## config.mk

```make
export PLATFORM = sky130hd
export DESIGN_NAME = reaction_session_ctrl_flat
export DESIGN_NICKNAME = d
export VERILOG_FILES = /design/src/rtl/reaction_session_ctrl_if.sv /design/src/rtl/reaction_session_ctrl.sv /design/src/flat_wrapper.sv
export SDC_FILE = /design/constraint.sdc
export NUM_CORES = 1
export LEC_CHECK = 0
export ABC_AREA = 1
export CORE_UTILIZATION = 45
export CTS_CLUSTER_DIAMETER = 50
export DETAILED_ROUTE_END_ITERATION = 6
export PLACE_DENSITY = 0.75
export SLEW_MARGIN = 20
export SYNTH_ARGS = -nofsm -noshare
export SYNTH_HDL_FRONTEND = slang
export SYNTH_SLANG_ARGS = --single-unit
```

## constraint.sdc

```tcl
create_clock -name iCLK -period 1.88 [get_ports iCLK]
set_input_delay 0.282 -clock iCLK [delete_from_list [all_inputs] [get_ports iCLK]]
set_output_delay 0.282 -clock iCLK [all_outputs]
set_load 0.02 [all_outputs]
```

## src/rtl/reaction_session_ctrl_if.sv

```systemverilog
// Session-control bundle shared by the reaction controller, its host and the
// reaction timer. The master side drives requests and the timer feedback; the
// slave side (the controller) drives the timer start pulse and the results.
interface reaction_session_ctrl_if;
   logic        iSTART_REQ;
   logic        iABORT;
   logic [1:0]  iTIMER_STATE;
   logic [13:0] iTIMER_FINAL;
   logic        oTIMER_START;
   logic [2:0]  oROUND;
   logic [13:0] oBEST;
   logic [13:0] oAVG;
   logic        oBUSY;
   logic        oSESSION_DONE;

   modport master (
      output iSTART_REQ, iABORT, iTIMER_STATE, iTIMER_FINAL,
      input  oTIMER_START, oROUND, oBEST, oAVG, oBUSY, oSESSION_DONE
   );

   modport slave (
      input  iSTART_REQ, iABORT, iTIMER_STATE, iTIMER_FINAL,
      output oTIMER_START, oROUND, oBEST, oAVG, oBUSY, oSESSION_DONE
   );
endinterface

```

## src/rtl/reaction_session_ctrl.sv

```systemverilog
// Reaction session controller: runs ROUNDS timer rounds separated by
// GAP_CYCLES idle cycles, tracks the best result and the floor average.
// Optional macro REACTION_FALSE_START_RETRY_EN: a 9999 result (false start or
// timeout) is discarded and the same round is retried after the gap.
module reaction_session_ctrl #(
   parameter int unsigned ROUNDS     = 5,
   parameter int unsigned GAP_CYCLES = 25_000_000
) (
   input logic                    iCLK,
   input logic                    iRST_N,
   reaction_session_ctrl_if.slave bus
);

   localparam logic [3:0] IDLE      = 4'd0;
   localparam logic [3:0] PREP      = 4'd1;
   localparam logic [3:0] KICK      = 4'd2;
   localparam logic [3:0] WAIT_DONE = 4'd3;
   localparam logic [3:0] SETTLE    = 4'd4;
   localparam logic [3:0] LATCH     = 4'd5;
   localparam logic [3:0] GAP       = 4'd6;
   localparam logic [3:0] DIVIDE    = 4'd7;
   localparam logic [3:0] DONE      = 4'd8;

   localparam logic [13:0] NO_RESULT  = 14'd9999;
   localparam logic [2:0]  LAST_ROUND = 3'(ROUNDS - 1);
   localparam logic [2:0]  DIVISOR    = 3'(ROUNDS);
   localparam logic [25:0] GAP_LAST   = 26'(GAP_CYCLES - 1);
   localparam logic [4:0]  DIV_LAST   = 5'd16;

   logic [3:0]  state_q, state_d;
   logic        startPrev_q;
   logic        timerStart_q, timerStart_d;
   logic        clearSent_q, clearSent_d;
   logic [2:0]  round_q, round_d;
   logic [13:0] best_q, best_d;
   logic [13:0] avg_q, avg_d;
   logic [16:0] sum_q, sum_d;
   logic [25:0] gapCnt_q, gapCnt_d;
   logic [16:0] quot_q, quot_d;
   logic [2:0]  rem_q, rem_d;
   logic [4:0]  divCnt_q, divCnt_d;

   logic        startEdge;
   logic        countSample;
   logic [16:0] sumNext;
   logic [3:0]  remShift;

   assign startEdge = bus.iSTART_REQ & ~startPrev_q;
   assign sumNext   = sum_q + {3'b000, bus.iTIMER_FINAL};
   assign remShift  = {rem_q, quot_q[16]};

`ifdef REACTION_FALSE_START_RETRY_EN
   assign countSample = (bus.iTIMER_FINAL != NO_RESULT);
`else
   assign countSample = 1'b1;
`endif

   // Next-state and datapath decisions for the whole session sequence.
   always_comb begin
      state_d      = state_q;
      timerStart_d = 1'b0;
      clearSent_d  = clearSent_q;
      round_d      = round_q;
      best_d       = best_q;
      avg_d        = avg_q;
      sum_d        = sum_q;
      gapCnt_d     = gapCnt_q;
      quot_d       = quot_q;
      rem_d        = rem_q;
      divCnt_d     = divCnt_q;

      if (bus.iABORT && (state_q != IDLE)) begin
         state_d = IDLE;
      end else begin
         case (state_q)
            IDLE, DONE: begin
               if (startEdge && !bus.iABORT) begin
                  sum_d       = 17'd0;
                  round_d     = 3'd0;
                  best_d      = NO_RESULT;
                  avg_d       = 14'd0;
                  clearSent_d = 1'b0;
                  state_d     = PREP;
               end
            end
            PREP: begin
               case (bus.iTIMER_STATE)
                  2'd0: begin
                     timerStart_d = 1'b1;
                     state_d      = KICK;
                  end
                  2'd3: begin
                     if (!clearSent_q) begin
                        timerStart_d = 1'b1;
                        clearSent_d  = 1'b1;
                     end
                  end
                  default: ;
               endcase
            end
            KICK: begin
               state_d = WAIT_DONE;
            end
            WAIT_DONE: begin
               if (bus.iTIMER_STATE == 2'd3) begin
                  state_d = SETTLE;
               end
            end
            SETTLE: begin
               state_d = LATCH;
            end
            LATCH: begin
               gapCnt_d = 26'd0;
               state_d  = GAP;
               if (countSample) begin
                  sum_d = sumNext;
                  if (bus.iTIMER_FINAL < best_q) begin
                     best_d = bus.iTIMER_FINAL;
                  end
                  if (round_q == LAST_ROUND) begin
                     quot_d   = sumNext;
                     rem_d    = 3'd0;
                     divCnt_d = 5'd0;
                     state_d  = DIVIDE;
                  end else begin
                     round_d = round_q + 3'd1;
                  end
               end
            end
            GAP: begin
               if (gapCnt_q == GAP_LAST) begin
                  clearSent_d = 1'b0;
                  state_d     = PREP;
               end else begin
                  gapCnt_d = gapCnt_q + 26'd1;
               end
            end
            DIVIDE: begin
               if (remShift >= {1'b0, DIVISOR}) begin
                  rem_d  = remShift[2:0] - DIVISOR;
                  quot_d = {quot_q[15:0], 1'b1};
               end else begin
                  rem_d  = remShift[2:0];
                  quot_d = {quot_q[15:0], 1'b0};
               end
               divCnt_d = divCnt_q + 5'd1;
               if (divCnt_q == DIV_LAST) begin
                  avg_d   = quot_d[13:0];
                  state_d = DONE;
               end
            end
            default: begin
               state_d = IDLE;
            end
         endcase
      end
   end

   // State registers; the edge detector resets high so a held request is not a start.
   always_ff @(posedge iCLK or negedge iRST_N) begin
      if (!iRST_N) begin
         state_q      <= IDLE;
         startPrev_q  <= 1'b1;
         timerStart_q <= 1'b0;
         clearSent_q  <= 1'b0;
         round_q      <= 3'd0;
         best_q       <= NO_RESULT;
         avg_q        <= 14'd0;
         sum_q        <= 17'd0;
         gapCnt_q     <= 26'd0;
         quot_q       <= 17'd0;
         rem_q        <= 3'd0;
         divCnt_q     <= 5'd0;
      end else begin
         state_q      <= state_d;
         startPrev_q  <= bus.iSTART_REQ;
         timerStart_q <= timerStart_d;
         clearSent_q  <= clearSent_d;
         round_q      <= round_d;
         best_q       <= best_d;
         avg_q        <= avg_d;
         sum_q        <= sum_d;
         gapCnt_q     <= gapCnt_d;
         quot_q       <= quot_d;
         rem_q        <= rem_d;
         divCnt_q     <= divCnt_d;
      end
   end

   assign bus.oTIMER_START  = timerStart_q;
   assign bus.oROUND        = round_q;
   assign bus.oBEST         = best_q;
   assign bus.oAVG          = avg_q;
   assign bus.oBUSY         = (state_q != IDLE) && (state_q != DONE);
   assign bus.oSESSION_DONE = (state_q == DONE);

endmodule
```

## src/flat_wrapper.sv

```systemverilog
// flat-port wrapper written by rule: the top's interface ports become plain ports
module reaction_session_ctrl_flat 
#(
   parameter int unsigned ROUNDS     = 5,
   parameter int unsigned GAP_CYCLES = 25_000_000
)
  (iCLK, iRST_N, bus_iSTART_REQ, bus_iABORT, bus_iTIMER_STATE, bus_iTIMER_FINAL, bus_oTIMER_START, bus_oROUND, bus_oBEST, bus_oAVG, bus_oBUSY, bus_oSESSION_DONE);
  reaction_session_ctrl_if bus_i ();
  input logic iCLK;
  input logic iRST_N;
  input wire logic [$bits(bus_i.iSTART_REQ)-1:0] bus_iSTART_REQ;
  input wire logic [$bits(bus_i.iABORT)-1:0] bus_iABORT;
  input wire logic [$bits(bus_i.iTIMER_STATE)-1:0] bus_iTIMER_STATE;
  input wire logic [$bits(bus_i.iTIMER_FINAL)-1:0] bus_iTIMER_FINAL;
  output wire logic [$bits(bus_i.oTIMER_START)-1:0] bus_oTIMER_START;
  output wire logic [$bits(bus_i.oROUND)-1:0] bus_oROUND;
  output wire logic [$bits(bus_i.oBEST)-1:0] bus_oBEST;
  output wire logic [$bits(bus_i.oAVG)-1:0] bus_oAVG;
  output wire logic [$bits(bus_i.oBUSY)-1:0] bus_oBUSY;
  output wire logic [$bits(bus_i.oSESSION_DONE)-1:0] bus_oSESSION_DONE;
  assign bus_i.iSTART_REQ = bus_iSTART_REQ;
  assign bus_i.iABORT = bus_iABORT;
  assign bus_i.iTIMER_STATE = bus_iTIMER_STATE;
  assign bus_i.iTIMER_FINAL = bus_iTIMER_FINAL;
  assign bus_oTIMER_START = bus_i.oTIMER_START;
  assign bus_oROUND = bus_i.oROUND;
  assign bus_oBEST = bus_i.oBEST;
  assign bus_oAVG = bus_i.oAVG;
  assign bus_oBUSY = bus_i.oBUSY;
  assign bus_oSESSION_DONE = bus_i.oSESSION_DONE;
  reaction_session_ctrl #(.ROUNDS(ROUNDS), .GAP_CYCLES(GAP_CYCLES)) u_core (.iCLK(iCLK), .iRST_N(iRST_N), .bus(bus_i));
endmodule
```

==> load_flow_metrics.sql, run 1 <==
INSERT INTO impl_metrics (metric_group, metric, value, unit) VALUES
('status', 'status', 'complete, but fails checks', ''),
('status', 'violations', 'negative setup slack', ''),
('synth', 'mappedNetlistNets', '1073', ''),
('timing', 'finalCriticalPeriod', '1910', 'ps'),
('clock_network', 'ctsLongestPathBuffers', '2', ''),
('synth', 'seq_area_frac_synth', '37.7', '%'),
('synth', 'synthArstFlopShare', '100', '%'),
('power', 'total_leakage_power', '4.61', 'nW'),
('clock_network', 'cts.reportedPaths.clkPinSlew', '80', 'ps'),
('routing', 'route.detailed.vias_per_inst', '5.00', ''),
('routing', 'drtAntennaViolNets', '0', ''),
('layout', 'antenna-diode-count', '0', ''),
('placed_design', 'routabilityCongestion', '0.931', ''),
('floorplan', 'die-width', '127', 'µm'),
('min_path', 'min-delay-path-class', 'input port to asynchronous set/reset pin', ''),
('worst_setup_path', 'setup.worst_path.start', 'bus_iTIMER_FINAL[1]', ''),
('floorplan', 'die_area', '0.0162', 'mm²'),
('clock_network', 'ctsRootBufferMaster', 'sky130_fd_sc_hd__clkbuf_16', ''),
('layout', 'stdcell_area', '0.00914', 'mm²'),
('worst_setup_path', 'critPathTopFamily', 'buffers and inverters', ''),
('routing', 'wl_final', '19.1', 'mm'),
('synth', 'synthCells', '1016', ''),
('power', 'total_power', '11.3', 'mW'),
('clock_network', 'htree_levels', '3', ''),
('global_routing', 'globalRouteTotalUtil', '24.1', '%'),
('timing', 'report.final.setup_viol', '1', ''),
('power', 'peakVddDrop', '619', 'µV'),
('layout', 'layout_commonest_cell', 'sky130_fd_sc_hd__nand2_1', ''),
('synth', 'synth.ff_latch_count', '106', ''),
('global_routing', 'pin_count_of_the_biggest_net_entering_global_routing', '36', ''),
('routing', 'detail_route.first_pass.iterations', '5', ''),
('synth', 'postSynth.topFlopCell', 'sky130_fd_sc_hd__dfrtp_1', ''),
('clock_network', 'tritoncts_num_sinks', '106', ''),
('layout', 'register_area', '0.00267', 'mm²'),
('synth', 'synth_edf_count', '0', ''),
('timing', 'timing.fmax', '523', 'MHz'),
('synth', 'syn-cell-area', '0.00707', 'mm²'),
('timing', 'final_critical_path_setup_slack', '-33.2', 'ps'),
('worst_setup_path', 'timing.critical_path.required', '2160', 'ps'),
('worst_setup_path', 'endpoint_kind', 'register', ''),
('timing', 'slew_viol_final', '0', ''),
('routing', 'remaining_drc_errors', '0', ''),
('synth', 'synth_top_cell_area_share', '34.4', '%'),
('floorplan', 'fp-row-count', '45', ''),
('layout', 'multi_input_comb_area', '0.00408', 'mm²'),
('timing', 'fin_crit_sh', '102', '%'),
('timing', 'setup_repair_after_global_routing_missed_its_margin', 'true', ''),
('routing', 'detail_route.iter0.violations', '451', ''),
('worst_setup_path', 'critical_path.max_fanout', '4', ''),
('worst_setup_path', 'path_cells', 'clkdlybuf4s50_1 > fa_2 > nand3_2 > nand3_4 > buf_4 > buf_4 > xor2_2 > nand2_1 > a2bb2oi_1', ''),
('timing', 'max_slew.worst_pin.slew', '344', 'ps'),
('layout', 'areaGrowthSynthToFinish', '29.4', '%'),
('run', 'max_cap_violations', '0', ''),
('synth', 'synthDominantAreaCellType', 'sky130_fd_sc_hd__dfrtp_1', ''),
('layout', 'final_layout_fill_cell_count', '1351', ''),
('global_routing', 'grt_pass1_vias', '6754', ''),
('synth', 'yosys.cell_types.count', '44', ''),
('floorplan', 'starting_density_of_the_core', '46.3', '%'),
('placed_design', 'io_buffer_count', '53', ''),
('placed_design', 'dpl.hpwl', '14.1', 'mm'),
('layout', 'layout_common_cells', 'sky130_fd_sc_hd__nand2_1 (348), sky130_fd_sc_hd__inv_1 (119), sky130_fd_sc_hd__nor2_1 (107)', ''),
('synth', 'ys_warn_count', '0', ''),
('power', 'p_per_area', '1240', 'mW/mm²'),
('worst_setup_path', 'reg2reg_from', 'u_core.sum_q[0]', ''),
('placed_design', 'instance_area_after_placement', '0.00842', 'mm²'),
('clock_network', 'cts_buffers', '9', ''),
('layout', 'postLayoutCoreUtil', '59.9', '%'),
('global_routing', 'grt_first_pass_wirelength', '31.2', 'mm'),
('timing', 'relSlewSlack', '77.0', '%'),
('floorplan', 'ioPinCount', '54', ''),
('layout', 'post_route_cells_drive_above_1_share', '18.8', '%');
## per-layer routing
metal | up-vias | global-route usage (%) | share of wire [%]
li1 | 3451 | - | -
met1 | 3201 | 29.0 | 43
met2 | 150 | 42.2 | 51
met3 | 38 | 4.61 | 3.8
met4 | 0 | 9.59 | 2.4
met5 | - | 0 | 0
## final timing paths
path                            slack, ps              endpoint  cells past startpoint
worst min-delay path                  350   u_core.gapCnt_q[21]                      2
worst max-delay path                  -30      u_core.quot_q[4]                      9
max in group asynchronous             880   u_core.bus.oBEST[3]                      3
worst min register to register        480  u_core.bus.oBEST[10]                      2
worst max register to register        -20      u_core.quot_q[4]                      9
min in group iCLK                     380    u_core.startPrev_q                      1
## repair_timing
action | in CTS | in global routing
endpoints found under the hold margin | 15 | 0
setup buffers | 2 | 6
setup endpoints to repair | 20 | 59
hold buffers | 1 | 0
gates cloned | 1 | 0
pin swaps | 3 | 24
resized for setup | 12 | 68
## flip-flops by register name, summed over array words and instances (netlist names)
signal                   cells
u_core.bus.oAVG             14
u_core.bus.oBEST            14
u_core.bus.oROUND            3
u_core.bus.oTIMER_START      1
u_core.clearSent_q           1
u_core.divCnt_q              5
u_core.gapCnt_q             26
u_core.quot_q               17
u_core.rem_q                 3
u_core.startPrev_q           1
u_core.state_q               4
u_core.sum_q                17
## cell families after synthesis
| group | synth area share [%] |
|---|---|
| AOI/OAI and AO/OA | 7.33 |
| xor gates and xnor gates | 2.60 |
| adders and majority gates | 6.66 |
| buffers and inverters | 9.51 |
| DFF | 37.7 |
| and+or+nand+nor | 36.2 |
## Yosys cell counts (all sizes together), types with 2 or more instances
cell type    n
nand2      364
inv        131
nor2       118
dfrtp       97
nand3       93
o21ai       38
ha          36
a21oi       24
buf         18
xor2        17
nand4       11
or2         10
dfstp        9
a21boi       8
nor3         8
clkbuf       7
xnor2        4
a22oi        3
and2         3
o22ai        3
a2bb2oi      2
nand3b       2
o211ai       2
o21bai       2
o31ai        2
## power by group
part	total (mW)	switching [mW]	internal, mW
registers	3.55	0.546	3.00
clock network	1.88	0.948	0.929
logic	5.91	3.33	2.58
## worst register-to-register path: stages, from the launching register on
cell	delay [ps]
sky130_fd_sc_hd__dfrtp_1	430
sky130_fd_sc_hd__ha_4	180
sky130_fd_sc_hd__fa_2	360
sky130_fd_sc_hd__nand3_2	90
sky130_fd_sc_hd__nand3_4	100
sky130_fd_sc_hd__buf_4	150
sky130_fd_sc_hd__buf_4	130
sky130_fd_sc_hd__xor2_2	130
sky130_fd_sc_hd__nand2_1	80
sky130_fd_sc_hd__a2bb2oi_1	180
## stage by stage
stage / hold slack (ps) / worst slack (ps) / std cells
2_1_floorplan: -13.6 / 2.69 / 1016
3_3_place_gp: 191 / -383 / 1341
3_5_place_dp: 188 / -464 / 1341
4_1_cts: 344 / 11.8 / 1361
5_1_grt: 368 / -59.4 / 1367
6_report: 346 / -33.2 / 1367
## cell type report
class                      instances  share of cell area, %
clock inverter                     7                  0.643
tap                              211                   2.89
timing repair buffer             148                   14.8
sequential                       106                   29.2
clock buffer                       9                   2.46
multi-input combinational        755                   44.6
inverter                         131                   5.47
Note: power is estimated with default switching activity, not from simulation.
==> inputs of run 2 (changes only) <==
- ABC_AREA: 1 -> default
==> load_flow_metrics.sql, run 2 <==
INSERT INTO impl_metrics (metric_group, metric, value, unit) VALUES
('clock_network', 'ctsRootBufferMaster', 'sky130_fd_sc_hd__clkbuf_16', ''),
('worst_setup_path', 'start_to_end_type_of_the_worst_setup_path', 'input port to register', ''),
('worst_setup_path', 'worst_setup_path_start_kind', 'input port', ''),
('worst_setup_path', 'setup.worst_path.start', 'bus_iTIMER_FINAL[0]', ''),
('synth', 'dominant_combinational_cell_family_by_area_after_synthesis', 'compound AO/OA/AOI/OAI gates', ''),
('timing', 'final.setup_skew', '12.6', 'ps'),
('synth', 'syn_avg_cell_area', '9.62', 'µm²'),
('layout', 'layout_common_cells', 'sky130_fd_sc_hd__buf_4 (141), sky130_fd_sc_hd__dfrtp_1 (94), sky130_fd_sc_hd__nand2_1 (57)', ''),
('placed_design', 'dpl.hpwl', '11.8', 'mm'),
('timing', 'finalCriticalPeriod', '2350', 'ps'),
('synth', 'synth_xor_xnor_area_share', '5.71', '%'),
('synth', 'synthesized_area_fraction_occupied_by_ao_oa_aoi_and_oai_cells', '18.8', '%'),
('clock_network', 'tritoncts_num_sinks', '106', ''),
('layout', 'stdcell_area', '0.00907', 'mm²'),
('power', 'p_per_area', '1160', 'mW/mm²'),
('synth', 'synthMuxAreaShare', '1.14', '%'),
('timing', 'max_slew.worst_pin.slew', '465', 'ps'),
('worst_setup_path', 'endpoint_kind', 'register', ''),
('global_routing', 'pin_count_of_the_biggest_net_entering_global_routing', '70', ''),
('layout', 'finalNonFillerCells', '1019', ''),
('synth', 'netlist_top_cells_count', 'sky130_fd_sc_hd__dfrtp_1 (97), sky130_fd_sc_hd__nand2_1 (64), sky130_fd_sc_hd__nor2_1 (59)', ''),
('routing', 'dr_total_vias', '5759', ''),
('floorplan', 'core-area', '0.0133', 'mm²'),
('timing', 'setup_repair_after_global_routing_missed_its_margin', 'true', ''),
('global_routing', 'globalRouteTotalUtil', '24.9', '%'),
('placed_design', 'routabilityCongestion', '0.893', ''),
('status', 'violations', 'negative setup slack', ''),
('min_path', 'min-delay-path-class', 'input port to asynchronous set/reset pin', ''),
('timing', 'report.final.setup_viol', '63', ''),
('power', 'peakVddDrop', '686', 'µV'),
('global_routing', 'grt_pass1_vias', '5896', ''),
('layout', 'antenna-diode-count', '0', ''),
('worst_setup_path', 'critical-path-slowest-cell', 'sky130_fd_sc_hd__clkdlybuf4s50_1', ''),
('timing', 'final_critical_path_setup_slack', '-469', 'ps'),
('global_routing', 'overflow', '0', ''),
('routing', 'detail_route.iter0.violations', '343', ''),
('synth', 'synth.ff_latch_count', '106', ''),
('synth', 'synthDominantAreaCellType', 'sky130_fd_sc_hd__dfrtp_1', ''),
('layout', 'reg.largest.list', 'u_core.gapCnt_q (26), u_core.quot_q (17), u_core.sum_q (17)', ''),
('floorplan', 'starting_density_of_the_core', '46.2', '%'),
('synth', 'synth_top_cell_area_share', '39.6', '%'),
('status', 'status', 'complete, but fails checks', ''),
('synth', 'post_synth_and_or_nand_nor_area_fraction', '18.6', '%'),
('floorplan', 'ioPinCount', '54', ''),
('routing', 'route.detailed.vias_per_inst', '5.65', ''),
('timing', 'fin_crit_sh', '125', '%'),
('layout', 'design.final.nets', '895', ''),
('clock_network', 'ctsLongestPathBuffers', '2', ''),
('worst_setup_path', 'cp.buffers_inverters', '2', ''),
('timing', 'relSlewSlack', '69.0', '%'),
('clock_network', 'clk-insertion-delay-late', '360', 'ps'),
('floorplan', 'die_area', '0.0141', 'mm²'),
('layout', 'areaGrowthSynthToFinish', '47.7', '%'),
('global_routing', 'grt_first_pass_wirelength', '27.7', 'mm'),
('placed_design', 'io_buffer_count', '53', ''),
('routing', 'remaining_drc_errors', '0', ''),
('synth', 'seq_area_frac_synth', '43.4', '%'),
('synth', 'syn-cell-area', '0.00614', 'mm²'),
('synth', 'synthArstFlopShare', '100', '%'),
('floorplan', 'chipHeight', '119', 'µm'),
('placed_design', 'placement.setup.worst_slack', '-800', 'ps'),
('timing', 'timing.fmax', '426', 'MHz'),
('clock_network', 'cts.reportedPaths.clkPinSlew', '80', 'ps'),
('routing', 'average_wire_per_standard_cell', '17.5', 'µm'),
('clock_network', 'cts_tree', 'built', ''),
('worst_setup_path', 'critical_path.max_fanout', '2', ''),
('worst_setup_path', 'critPathArrivalTime', '2650', 'ps'),
('synth', 'mappedNetlistNets', '695', ''),
('synth', 'postSynth.topFlopCell', 'sky130_fd_sc_hd__dfrtp_1', ''),
('worst_setup_path', 'worst_path_largest_cell_delay', '480', 'ps'),
('floorplan', 'die-width', '119', 'µm'),
('clock_network', 'cts_buffers', '9', ''),
('layout', 'post_route_cells_drive_above_1_share', '38.2', '%'),
('synth', 'yosys.cell_types.count', '70', ''),
('synth', 'synthCells', '638', ''),
('worst_setup_path', 'timing.critical_path.required', '2180', 'ps'),
('global_routing', 'antenna_found_initial', '0', ''),
('placed_design', 'dp.cells', '970', ''),
('run', 'max_cap_violations', '0', ''),
('timing', 'fin_setup_tns', '-12040', 'ps'),
('layout', 'max_flop_register', 'u_core.gapCnt_q', ''),
('routing', 'drtAntennaViolNets', '0', ''),
('timing', 'slew_viol_final', '0', ''),
('power', 'total_power', '10.5', 'mW'),
('synth', 'synthAdderAreaFrac', '7.67', '%'),
('routing', 'detail_route.first_pass.iterations', '5', ''),
('synth', 'synthTopCellsByArea', 'sky130_fd_sc_hd__dfrtp_1 (40%), sky130_fd_sc_hd__ha_1 (7.3%), sky130_fd_sc_hd__nand2_1 (3.9%), sky130_fd_sc_hd__dfstp_2 (3.9%), sky130_fd_sc_hd__xor2_1 (3.9%)', ''),
('placed_design', 'instance_area_after_placement', '0.00792', 'mm²'),
('layout', 'layout_commonest_cell', 'sky130_fd_sc_hd__buf_4', ''),
('floorplan', 'fp-row-count', '42', ''),
('worst_setup_path', 'path_cells', 'clkdlybuf4s50_1 > ha_4 > fa_2 > a21oi_2 > nor2_2 > buf_4 > o211ai_1 > a21oi_1 > xor2_1 > nand2_1 > nand3_1', ''),
('synth', 'synth_edf_count', '0', ''),
('synth', 'synthMostInstantiatedCell', 'sky130_fd_sc_hd__dfrtp_1', ''),
('layout', 'number_of_flip_flops_under_the_largest_register_name', '26', ''),
('worst_setup_path', 'reg2reg_from', 'u_core.sum_q[0]', ''),
('timing', 'final-hold-violation-count', '0', ''),
('worst_setup_path', 'critPathTopFamily', 'buffers and inverters', ''),
('clock_network', 'htree_levels', '3', ''),
('power', 'total_leakage_power', '4.13', 'nW'),
('routing', 'wl_final', '17.9', 'mm'),
('synth', 'ys_warn_count', '0', '');
[run 2: worst register-to-register path, stage by stage, from the launching register on]
cell and delay (ps):
sky130_fd_sc_hd__dfrtp_1 410, sky130_fd_sc_hd__ha_4 180, sky130_fd_sc_hd__fa_2 360, sky130_fd_sc_hd__a21oi_2 180, sky130_fd_sc_hd__nor2_2 90, sky130_fd_sc_hd__buf_4 140
sky130_fd_sc_hd__o211ai_1 270, sky130_fd_sc_hd__a21oi_1 130, sky130_fd_sc_hd__xor2_1 320, sky130_fd_sc_hd__nand2_1 100, sky130_fd_sc_hd__nand3_1 90
[run 2: layer usage]
metal,GRT usage [%],wire (µm),part of all wire (%),vias to the layer above
met4,9.34,570,3.2,0
li1,-,-,-,2670
met3,4.78,863,4.8,47
met1,29.3,7040,39,2851
met2,44.5,9400,53,191
met5,0,0,0,-
[run 2: worst paths after layout]
check	end	slack (ps)	depth (start not counted)
max in group asynchronous	u_core.bus.oBEST[10]	950	3
setup / recovery	u_core.quot_q[10]	-470	11
setup reg to reg	u_core.quot_q[10]	-450	10
hold / removal	u_core.bus.oBEST[5]	250	2
hold reg to reg	u_core.bus.oAVG[0]	500	2
min in group iCLK	u_core.bus.oBEST[4]	280	3
[run 2: kinds of logic (layout without fill, tap and decap cells)]
kind of cell / after synthesis / after routing
AOI/OAI and AO/OA: 157 / 157
xor gates and xnor gates: 40 / 40
adders and majority gates: 37 / 37
buffers and inverters: 60 / 265
DFF: 106 / 106
muxes: 7 / 7
and+or+nand+nor: 231 / 231
[run 2: final cells by class]
type	instances	area [µm²]
fill	912	4230
multi-input combinational	472	3850
sequential	106	2670
timing repair buffer	218	1920
clock buffer	10	239
tap	176	220
inverter	31	116
clock inverter	6	48.8
[run 2: what timing repair did]
action,CTS,global route
pin swaps,61,67
buffers inserted,18,22
resized for setup,88,70
hold buffers,1,0
gates cloned,0,1
setup endpoints to repair,89,99
hold endpoints to repair,38,0
[run 2: through the flow]
step | hold slack [ps] | utilization [%]
4_1_cts | 241 | 65.2
5_1_grt | 251 | 68.2
3_3_place_gp | 91.3 | 59.6
6_report | 253 | 68.2
3_5_place_dp | 94.1 | 59.6
2_1_floorplan | -13.6 | -
[run 2: where the power goes]
| group | leakage (nW) | internal [mW] | switching (mW) |
|---|---|---|---|
| clock | 0.137 | 0.949 | 0.898 |
| sequential | 1.39 | 2.80 | 0.421 |
| combinational | 2.60 | 2.67 | 2.77 |
| total | 4.13 | 6.42 | 4.09 |
==> inputs of run 3 (changes only) <==
- CELL_PAD_IN_SITES_DETAIL_PLACEMENT: default -> 0
- CELL_PAD_IN_SITES_GLOBAL_PLACEMENT: default -> 1
- CORE_UTILIZATION: 45 -> 41
- PLACE_DENSITY: 0.75 -> 0.85
==> load_flow_metrics.sql, run 3 (synthesis gave the netlist of run 2 again) <==
INSERT INTO impl_metrics (metric_group, metric, value, unit) VALUES
('status', 'status', 'complete, but fails checks', ''),
('status', 'violations', 'negative setup slack', ''),
('clock_network', 'cts.reportedPaths.clkPinSlew', '80', 'ps'),
('timing', 'report.final.setup_viol', '90', ''),
('worst_setup_path', 'critical_path.max_fanout', '5', ''),
('global_routing', 'antenna_found_initial', '0', ''),
('global_routing', 'pin_count_of_the_biggest_net_entering_global_routing', '43', ''),
('worst_setup_path', 'critPathArrivalTime', '2630', 'ps'),
('worst_setup_path', 'reg2reg_from', 'u_core.sum_q[0]', ''),
('routing', 'detail_route.first_pass.iterations', '4', ''),
('layout', 'design.final.nets', '940', ''),
('timing', 'finalCriticalPeriod', '2350', 'ps'),
('placed_design', 'routabilityCongestion', '0.899', ''),
('power', 'p_per_area', '1160', 'mW/mm²'),
('floorplan', 'ioPinCount', '54', ''),
('floorplan', 'starting_density_of_the_core', '42.1', '%'),
('routing', 'remaining_drc_errors', '0', ''),
('layout', 'stdcell_area', '0.00983', 'mm²'),
('clock_network', 'ctsLongestPathBuffers', '2', ''),
('floorplan', 'core-area', '0.0146', 'mm²'),
('layout', 'antenna-diode-count', '0', ''),
('worst_setup_path', 'start_to_end_type_of_the_worst_setup_path', 'register to register', ''),
('timing', 'fin_crit_sh', '125', '%'),
('timing', 'setup_repair_after_global_routing_missed_its_margin', 'true', ''),
('routing', 'drtAntennaViolNets', '0', ''),
('routing', 'average_wire_per_standard_cell', '18.0', 'µm'),
('timing', 'final.hold.worst_slack', '283', 'ps'),
('placed_design', 'instance_area_after_placement', '0.00812', 'mm²'),
('worst_setup_path', 'worst_setup_path_start_kind', 'register', ''),
('worst_setup_path', 'critical_path.reg2reg.endpoint', 'u_core.sum_q[16]', ''),
('power', 'peakVddDrop', '645', 'µV'),
('placed_design', 'dpl.hpwl', '12.6', 'mm'),
('placed_design', 'placement.setup.worst_slack', '-870', 'ps'),
('global_routing', 'overflow', '0', ''),
('routing', 'wl_final', '19.3', 'mm'),
('layout', 'final_layout_fill_cell_count', '1014', ''),
('clock_network', 'cts_buffers', '9', ''),
('layout', 'layout_commonest_cell', 'sky130_fd_sc_hd__buf_4', ''),
('worst_setup_path', 'r2r_slack', '-470', 'ps'),
('worst_setup_path', 'timing.critical_path.required', '2160', 'ps'),
('timing', 'slew_viol_final', '0', ''),
('layout', 'max_flop_register', 'u_core.gapCnt_q', ''),
('clock_network', 'clk-insertion-delay-late', '360', 'ps'),
('placed_design', 'io_buffer_count', '53', ''),
('timing', 'fin_setup_tns', '-15890', 'ps'),
('clock_network', 'cts_tree', 'built', ''),
('floorplan', 'fp-row-count', '44', ''),
('min_path', 'number_of_stages_on_the_worst_hold_path', '3', ''),
('global_routing', 'globalRouteTotalUtil', '24.2', '%'),
('timing', 'timing.fmax', '425', 'MHz'),
('layout', 'layout_common_cells', 'sky130_fd_sc_hd__buf_4 (162), sky130_fd_sc_hd__dfrtp_1 (93), sky130_fd_sc_hd__nand2_1 (52)', ''),
('clock_network', 'htree_levels', '3', ''),
('timing', 'final_critical_path_setup_slack', '-471', 'ps'),
('global_routing', 'grt_pass1_vias', '6155', ''),
('routing', 'dr_total_vias', '5948', ''),
('layout', 'post_route_cells_drive_above_1_share', '42.8', '%'),
('power', 'total_leakage_power', '4.54', 'nW'),
('min_path', 'whs_endpoint', 'u_core.bus.oBEST[5]', ''),
('run', 'max_cap_violations', '0', ''),
('clock_network', 'ctsRootBufferMaster', 'sky130_fd_sc_hd__clkbuf_16', ''),
('min_path', 'hold_path.startpoint', 'bus_iTIMER_FINAL[5]', ''),
('layout', 'number_of_flip_flops_under_the_largest_register_name', '26', ''),
('routing', 'detail_route.iter0.violations', '293', ''),
('clock_network', 'tritoncts_num_sinks', '106', ''),
('layout', 'reg.largest.list', 'u_core.gapCnt_q (26), u_core.quot_q (17), u_core.sum_q (17)', ''),
('timing', 'relSlewSlack', '69.2', '%'),
('global_routing', 'grt_first_pass_wirelength', '30.2', 'mm'),
('min_path', 'min-delay-path-class', 'input port to register', ''),
('floorplan', 'die-width', '124', 'µm'),
('timing', 'final-hold-violation-count', '0', ''),
('timing', 'max_slew.worst_pin.slew', '462', 'ps'),
('worst_setup_path', 'reg2regPathDepth', '9', ''),
('timing', 'final.setup_skew', '10.0', 'ps'),
('layout', 'areaGrowthSynthToFinish', '60.2', '%'),
('worst_setup_path', 'endpoint_kind', 'register', ''),
('floorplan', 'die_area', '0.0155', 'mm²'),
('routing', 'route.detailed.vias_per_inst', '5.55', ''),
('floorplan', 'chipHeight', '124', 'µm');
run 3: cell count changes in the layout (fill, tap and decap cells not counted), sizes merged, moves of 2 or more:
| cell | delta |
|---|---|
| clkinvlp | -2 |
| dlygate4sd2 | -4 |
| clkbuf | +2 |
| bufinv | +2 |
| clkdlybuf4s50 | -2 |
| dlymetal6s2s | +6 |
| buf | +45 |
run 3: final cells by class:
type	count	area (µm²)	area share, %
Timing Repair Buffer	263	2410	24.5
Multi-Input combinational cell	472	4080	41.5
Clock inverter	4	73.8	0.751
Sequential cell	106	2670	27.1
Clock buffer	12	246	2.51
Tap cell	184	230	2.34
Inverter	31	116	1.18
run 3: how the worst max path moves through the flow:
stage / from / to / slack (ps) / cells past startpoint
2_1_floorplan: u_core.sum_q[0] / u_core.sum_q[16] / -230 / 9
3_3_place_gp: bus_iTIMER_FINAL[1] / u_core.quot_q[15] / -730 / 8
3_5_place_dp: bus_iTIMER_FINAL[1] / u_core.quot_q[15] / -870 / 8
4_1_cts: u_core.sum_q[0] / u_core.sum_q[16] / -390 / 9
5_1_grt: u_core.sum_q[0] / u_core.sum_q[16] / -520 / 9
6_report: u_core.sum_q[0] / u_core.sum_q[16] / -470 / 9
run 3: stage by stage:
step / cells / total power, mW / utilization (%)
6_report: 1072 / 11.4 / 67.4
5_1_grt: 1072 / 12.1 / 67.4
4_1_cts: 1048 / 10.7 / 62.7
3_5_place_dp: 1004 / 7.88 / 55.7
3_3_place_gp: 1004 / 7.70 / 55.7
2_1_floorplan: 638 / 5.66 / -
run 3: where the power goes:
part           switching (mW)  total, mW  leakage [nW]  internal [mW]
logic                    2.99       6.12          2.99           3.13
registers               0.434       3.24          1.39           2.80
clock network           0.873       2.08         0.157           1.21
total                    4.30       11.4          4.54           7.15
run 3: repair_timing:
action                                 CTS  global route
hold buffers                             1             0
gates resized for setup                120           110
pin swaps                               60            94
setup endpoints to repair               88           109
gates cloned                             3             1
setup buffers                           24            38
endpoints found under the hold margin   22             0
run 3: layer usage:
layer  vias up  GRT usage (%)  wire (µm)
li1       2758              -          -
met1      2956           27.8       7450
met2       178           43.6      10200
met3        56           5.58        889
met4         0           8.79        752
met5         -              0          0
run 3: worst max-delay path: stages, from the launching register on:
cell	delay (ps)
sky130_fd_sc_hd__dfrtp_1	430
sky130_fd_sc_hd__ha_4	190
sky130_fd_sc_hd__fa_2	390
sky130_fd_sc_hd__a21oi_4	190
sky130_fd_sc_hd__nor2_4	70
sky130_fd_sc_hd__o2111ai_4	220
sky130_fd_sc_hd__nand3_2	120
sky130_fd_sc_hd__a31o_4	280
sky130_fd_sc_hd__a31o_4	210
sky130_fd_sc_hd__a31oi_1	170
